### src/rtl/lawn_cursor_ctrl.sv
// Player input front end: debounces the five board buttons, arbitrates presses and runs the
// plant-box / lawn-cursor selection FSM that owns the 5x5 lawn occupancy map.
module lawn_cursor_ctrl #(
    parameter int DEBOUNCE_CYCLES = 500000,
    parameter int NUM_PLANT_TYPES = 2
) (
    input  logic        clk,
    input  logic        reset,
    input  logic        upButton,
    input  logic        downButton,
    input  logic        leftButton,
    input  logic        rightButton,
    input  logic        selectButton,
    input  logic        lawnClear,
    output logic        isSelectingPlantBox,
    output logic [1:0]  plantType,
    output logic [2:0]  cursorRow,
    output logic [2:0]  cursorCol,
    output logic [24:0] plantGrid,
    output logic        plantPlaced,
    output logic [1:0]  placedType
);

    localparam int              NUM_BTN  = 5;
    localparam int              CW       = $clog2(DEBOUNCE_CYCLES);
    localparam logic [CW-1:0]   CNT_LAST = CW'(DEBOUNCE_CYCLES - 1);
    localparam logic [1:0]      TYPE_MAX = 2'(NUM_PLANT_TYPES - 1);
    localparam logic [2:0]      EDGE_MAX = 3'd4;

    // Bit positions inside the packed button vectors.
    localparam int B_SELECT = 0;
    localparam int B_UP     = 1;
    localparam int B_DOWN   = 2;
    localparam int B_LEFT   = 3;
    localparam int B_RIGHT  = 4;

    typedef enum logic [2:0] {
        CMD_NONE,
        CMD_SELECT,
        CMD_UP,
        CMD_DOWN,
        CMD_LEFT,
        CMD_RIGHT
    } cmd_e;

    typedef enum logic {
        SEL_BOX,
        SEL_LAWN
    } state_e;

    logic [NUM_BTN-1:0] raw;
    logic [NUM_BTN-1:0] sync_a;
    logic [NUM_BTN-1:0] sync_b;
    logic [NUM_BTN-1:0] stable;
    logic [NUM_BTN-1:0] press;
    logic [CW-1:0]      cnt [NUM_BTN];

    cmd_e       cmd;
    state_e     state;
    logic [4:0] cell_idx;
    logic       cell_busy;

    assign raw = {rightButton, leftButton, downButton, upButton, selectButton};

    // Each button: 2-FF synchroniser, then a run-length counter of cycles where the
    // synchronised level disagrees with the accepted level. Only a 0->1 acceptance emits a press.
    always_ff @(posedge clk) begin
        if (reset) begin
            sync_a <= '0;
            sync_b <= '0;
            stable <= '0;
            press  <= '0;
            // NOTE: the counter array is a handful of flops, not a RAM, so it is reset
            // with everything else; a stale count would shorten the first debounce after reset.
            for (int b = 0; b < NUM_BTN; b++) begin
                cnt[b] <= '0;
            end
        end else begin
            // NOTE: non-blocking assignments keep sync_b sampling the old sync_a, which is
            // what makes this a two-stage synchroniser rather than a single wire.
            sync_a <= raw;
            sync_b <= sync_a;
            press  <= '0;
            for (int b = 0; b < NUM_BTN; b++) begin
                if (sync_b[b] == stable[b]) begin
                    cnt[b] <= '0;
                end else if (cnt[b] == CNT_LAST) begin
                    stable[b] <= ~stable[b];
                    cnt[b]    <= '0;
                    press[b]  <= ~stable[b];
                end else begin
                    cnt[b] <= cnt[b] + 1'b1;
                end
            end
        end
    end

    // Fixed priority: select > up > down > left > right; losers are dropped, not queued.
    always_comb begin
        // NOTE: the default assignment first guarantees cmd is written on every path,
        // so no latch is inferred.
        cmd = CMD_NONE;
        if (press[B_SELECT]) begin
            cmd = CMD_SELECT;
        end else if (press[B_UP]) begin
            cmd = CMD_UP;
        end else if (press[B_DOWN]) begin
            cmd = CMD_DOWN;
        end else if (press[B_LEFT]) begin
            cmd = CMD_LEFT;
        end else if (press[B_RIGHT]) begin
            cmd = CMD_RIGHT;
        end
    end

    assign cell_idx  = 5'(cursorRow) * 5'd5 + 5'(cursorCol);
    assign cell_busy = plantGrid[cell_idx];

    always_ff @(posedge clk) begin
        if (reset) begin
            state               <= SEL_BOX;
            isSelectingPlantBox <= 1'b1;
            plantType           <= '0;
            cursorRow           <= '0;
            cursorCol           <= '0;
            plantGrid           <= '0;
            plantPlaced         <= 1'b0;
            placedType          <= '0;
        end else begin
            plantPlaced <= 1'b0;
            unique case (state)
                SEL_BOX: begin
                    case (cmd)
                        CMD_LEFT: begin
                            if (plantType != 2'd0) plantType <= plantType - 1'b1;
                        end
                        CMD_RIGHT: begin
                            if (plantType < TYPE_MAX) plantType <= plantType + 1'b1;
                        end
                        CMD_SELECT: begin
                            state               <= SEL_LAWN;
                            isSelectingPlantBox <= 1'b0;
                        end
                        default: ;
                    endcase
                end
                SEL_LAWN: begin
                    case (cmd)
                        CMD_UP: begin
                            if (cursorRow == 3'd0) begin
                                state               <= SEL_BOX;
                                isSelectingPlantBox <= 1'b1;
                            end else begin
                                cursorRow <= cursorRow - 1'b1;
                            end
                        end
                        CMD_DOWN: begin
                            if (cursorRow < EDGE_MAX) cursorRow <= cursorRow + 1'b1;
                        end
                        CMD_LEFT: begin
                            if (cursorCol != 3'd0) cursorCol <= cursorCol - 1'b1;
                        end
                        CMD_RIGHT: begin
                            if (cursorCol < EDGE_MAX) cursorCol <= cursorCol + 1'b1;
                        end
                        CMD_SELECT: begin
                            if (!cell_busy) begin
                                plantGrid[cell_idx] <= 1'b1;
                                plantPlaced         <= 1'b1;
                                placedType          <= plantType;
                                state               <= SEL_BOX;
                                isSelectingPlantBox <= 1'b1;
                            end
                        end
                        default: ;
                    endcase
                end
                default: ;
            endcase
            // Placed last so a coinciding clear overrides the placement bit; the pulse still fires.
            if (lawnClear) plantGrid <= '0;
        end
    end

endmodule

### config.mk
export PLATFORM = sky130hd
export DESIGN_NAME = lawn_cursor_ctrl
export DESIGN_NICKNAME = d
export VERILOG_FILES = /design/src/rtl/lawn_cursor_ctrl.sv
export SDC_FILE = /design/constraint.sdc
export NUM_CORES = 1
export LEC_CHECK = 0
export ABC_AREA = 1
export CAP_MARGIN = 5
export CORE_MARGIN = 2
export CORE_UTILIZATION = 41
export DETAILED_ROUTE_END_ITERATION = 6
export GPL_TIMING_DRIVEN = 0
export MAX_ROUTING_LAYER = met4
export PLACE_DENSITY = 0.56
export RECOVER_POWER = 50
export SYNTH_ARGS = -nofsm -noshare
export SYNTH_HDL_FRONTEND = slang
export SYNTH_SLANG_ARGS = --single-unit
### constraint.sdc
create_clock -name clk -period 2.8 [get_ports clk]
set_clock_uncertainty 0.1 [all_clocks]
set_input_delay 0.42 -clock clk [delete_from_list [all_inputs] [get_ports clk]]
set_output_delay 0.42 -clock clk [all_outputs]
set_load 0.005 [all_outputs]
==> flow_summary.rst <==
.. list-table::
   :header-rows: 1

   * - Metric
     - Value
   * - Comb power frac
     - 3.4%
   * - Slew of the pin with the lowest slew margin
     - 659 ps
   * - Sequential share of the synthesized area
     - 47.9%
   * - Global-route congestion overflow total
     - 0
   * - Overall power of the completed layout
     - 4820 uW
   * - Result of the run
     - completed
   * - Share of total power consumed by net switching
     - 22.3%
   * - Inst Count DP
     - 1410
   * - Routability Congestion
     - 0.813
   * - Antenna cells
     - 0
   * - Power density cells
     - 475 nW/um2
   * - Number of primary I/O pins
     - 45
   * - Core footprint
     - 20200 um2
   * - Final hold violations
     - 0
   * - Largest family of logic cells by synthesized area
     - simple AND/OR/NAND/NOR gates
   * - Final routed DRC violation total
     - 0
   * - Pre-Repair DR Iteration Count
     - 5
   * - Share of power burned in registers
     - 52.1%
   * - Critical Setup Path Class
     - reg -> reg
   * - Busiest layer in global routing
     - met2
   * - Clk network pwr share
     - 44.4%
   * - Total number of clock tree sinks
     - 153
   * - Final critical-path required period
     - 2640 ps
   * - Register clock-pin slew on the reported worst setup and hold paths
     - 60 ps
   * - Total global routing track utilization
     - 16.5%
   * - Leakage
     - 0.00409 uW
   * - DRT Wirelength
     - 16.1 mm
   * - Final Instance Count excl. Fillers
     - 1444
   * - Highest Clock Rate
     - 379 MHz
   * - Period Utilization, post-route
     - 94.3%
   * - Met3 demand-to-capacity share in global routing
     - 2.52%
   * - Post-synth ARST share
     - 0%
   * - 1st-iter DRT viols
     - 282
   * - Multiplexer share of the synthesized area
     - 0%
   * - Via-per-instance ratio
     - 4.55
   * - Maximum VDD drop
     - 413 uV
   * - Via count of the first global-routing pass
     - 6250
   * - Vias post-DR
     - 6566
   * - Net Sw Power
     - 1080 uW
   * - Top cell type by total area after synthesis
     - edfxtp_1
   * - FP Rows
     - 52
   * - Placed wire-length estimate
     - 12.0 mm
   * - Main area contributors after synthesis
     - edfxtp_1 34%, dfxtp_1 14%, nand2_1 9.0%
   * - Maximum number of buffers from clock root to sink
     - 2
   * - Number of slew-limit violations in the final report
     - 0
   * - Arithmetic-cell share of the synthesized area counting full adders, half adders and majority gates
     - 3.11%
   * - Initial Utilization
     - 41.5%
   * - Wire length of the first global-routing pass
     - 28.5 mm
   * - Chip height
     - 147 um
   * - Simple-gate area share of the yosys netlist
     - 30.9%
   * - Antenna Nets Post-Route
     - 0
   * - Data required, critical path
     - 3040 ps
   * - Crit path launch type
     - flop
   * - Nets
     - 1188
   * - Die outline area
     - 21600 um2
   * - Parity-gate share of the synthesized area counting xor and xnor cells
     - 3.34%
   * - Share of post-route cells with drive strength above 1
     - 10.4%
   * - TritonCTS clock tree
     - yes
   * - Detailed-route wire length per cell
     - 11.2 um
   * - Yosys warning total
     - 0
   * - Area of the mapped netlist
     - 8380 um2
   * - Endpoint arrival time on the critical path
     - 2880 ps
   * - Synthesis-to-layout area growth
     - 21.0%
   * - Yosys top cell area share
     - 34.0%
   * - HP Class
     - reg -> reg
   * - CTS HTree Levels
     - 4
   * - Synthesized instance count
     - 1002
   * - Number of synthesized register bits
     - 153
   * - Syn_area_per_cell
     - 8.36 um2
   * - Synth unique cells
     - 49
   * - Commonest non-fill, non-tap cell in the layout
     - nand2_1
   * - Source-to-sink clock delay at the later pin of the worst-skew pair
     - 420 ps
   * - Global-route met1 utilization
     - 22.1%
   * - Most frequent cells in the layout
     - 201 x nand2_1, 143 x nor2_1, 129 x inv_1, 95 x edfxtp_1, 95 x conb_1
   * - Number of antenna violations at the first check in global routing
     - 0
   * - Total clock buffers created by CTS
     - 17
   * - Floorplan die width
     - 147 um
   * - Dominant register cell in the synthesized netlist
     - edfxtp_1
   * - Maximum number of pins on one net before global-route repair
     - 17
   * - Peak fanout along the critical path
     - 10
   * - Worst setup EP type
     - flop
   * - Met2 Usage GRT
     - 25.9%
   * - Count of flip-flops with a built-in enable after synthesis
     - 95
   * - Port buffer count
     - 44
   * - Complex-gate fraction of the synthesized area
     - 6.50%
   * - Max_cap viols
     - 0
   * - Internal Pwr Total
     - 3740 uW
   * - Number of setup violations in the final report
     - 0
   * - Clock tree root buffer cell
     - clkbuf_16
   * - Slew HR
     - 56.1%
## worst max-delay path, cell delays in order (launching register included)
cell and delay (ps):
dfxtp_4 370, ha_1 330, ha_4 230, fa_2 380, xnor2_4 250, inv_2 110, nor2_4 130, nand2_1 70
nand2_2 90, inv_2 50, nand2_4 120, buf_12 150, nand3_2 60, a21oi_1 130
## kinds of logic after synthesis
family / count (synthesis)
xor+xnor: 32
simple gates: 545
fa+ha+maj: 19
flops: 153
other cells: 1
buf+inv: 159
compound gates: 93
## path summary, 6_finish.rpt
| check | start | end | slack (ps) | cells after the start |
|---|---|---|---|---|
| worst max-delay path | cursorRow[0] | plantGrid[8] | 160 | 13 |
| worst min-delay path | sync_a[0] | sync_b[0] | 300 | 2 |
| worst max register to register | cursorRow[0] | plantGrid[8] | 160 | 13 |
| worst min register to register | sync_a[0] | sync_b[0] | 300 | 2 |
## Yosys cell counts, drive strengths merged (2+ instances only)
master    n
a21oi    64
a31oi     4
and3      2
buf      16
clkbuf    4
clkinv    2
dfxtp    58
edfxtp   95
fa        3
ha       16
inv     137
nand2   205
nand3    72
nand3b    4
nand4    19
nor2    153
nor3     47
nor3b    22
nor4     15
o211ai    3
o21ai    16
or2       4
xnor2    13
xor2     19
## state kept, by name, summed over array words and instances (netlist names)
register and flops:
cnt 95, plantGrid 25, press 5, stable 5
sync_a 5, sync_b 5, cursorCol 3, cursorRow 3
placedType 2, plantType 2, isSelectingPlantBox 1, plantPlaced 1
state 1
## stage by stage
stage               hold WS, ps  util (%)  setup TNS (ps)  worst slack, ps  instance area (um2)
floorplan                   288         -               0              114                 8730
global placement            290      47.2           -5000             -219                 9510
detailed placement          296      47.2           -4310             -195                 9510
CTS                         303      50.0               0             19.8                10100
global route                320      50.3           -2.43            -2.43                10100
finish                      303      50.3               0              160                10100
## repair_timing
action / 4_1_cts / 5_1_grt
setup endpoints to repair: 29 / 29
hold endpoints to repair: 0 / 0
setup buffers: 0 / 3
gates resized for setup: 7 / 16
pin swaps: 1 / 5
hold buffers: 0 / 0
## cell type report
cell class	instances	area, um2
fillers	2013	10000
repair buffers	47	463
flip-flops and latches	153	4020
well taps	270	338
plain buffers	19	159
inverters	139	529
multi-input cells	784	4070
clock inverters	11	70.1
clock buffers	21	483
## layer usage
metal | vias up | share of wire (%)
met4 | 0 | 1.4
met2 | 73 | 46
li1 | 3542 | -
met5 | - | 0
met1 | 2932 | 50
met3 | 19 | 2.5
## power groups by stage
| stage | combinational, uW | sequential (uW) | clock [uW] |
|---|---|---|---|
| floorplan | 128 | 2550 | 0 |
| global placement | 164 | 2560 | 0 |
| detailed placement | 165 | 2560 | 0 |
| CTS | 166 | 2510 | 2220 |
| global route | 198 | 2520 | 2300 |
| finish | 165 | 2510 | 2140 |
(Power assumes the default switching activity.)
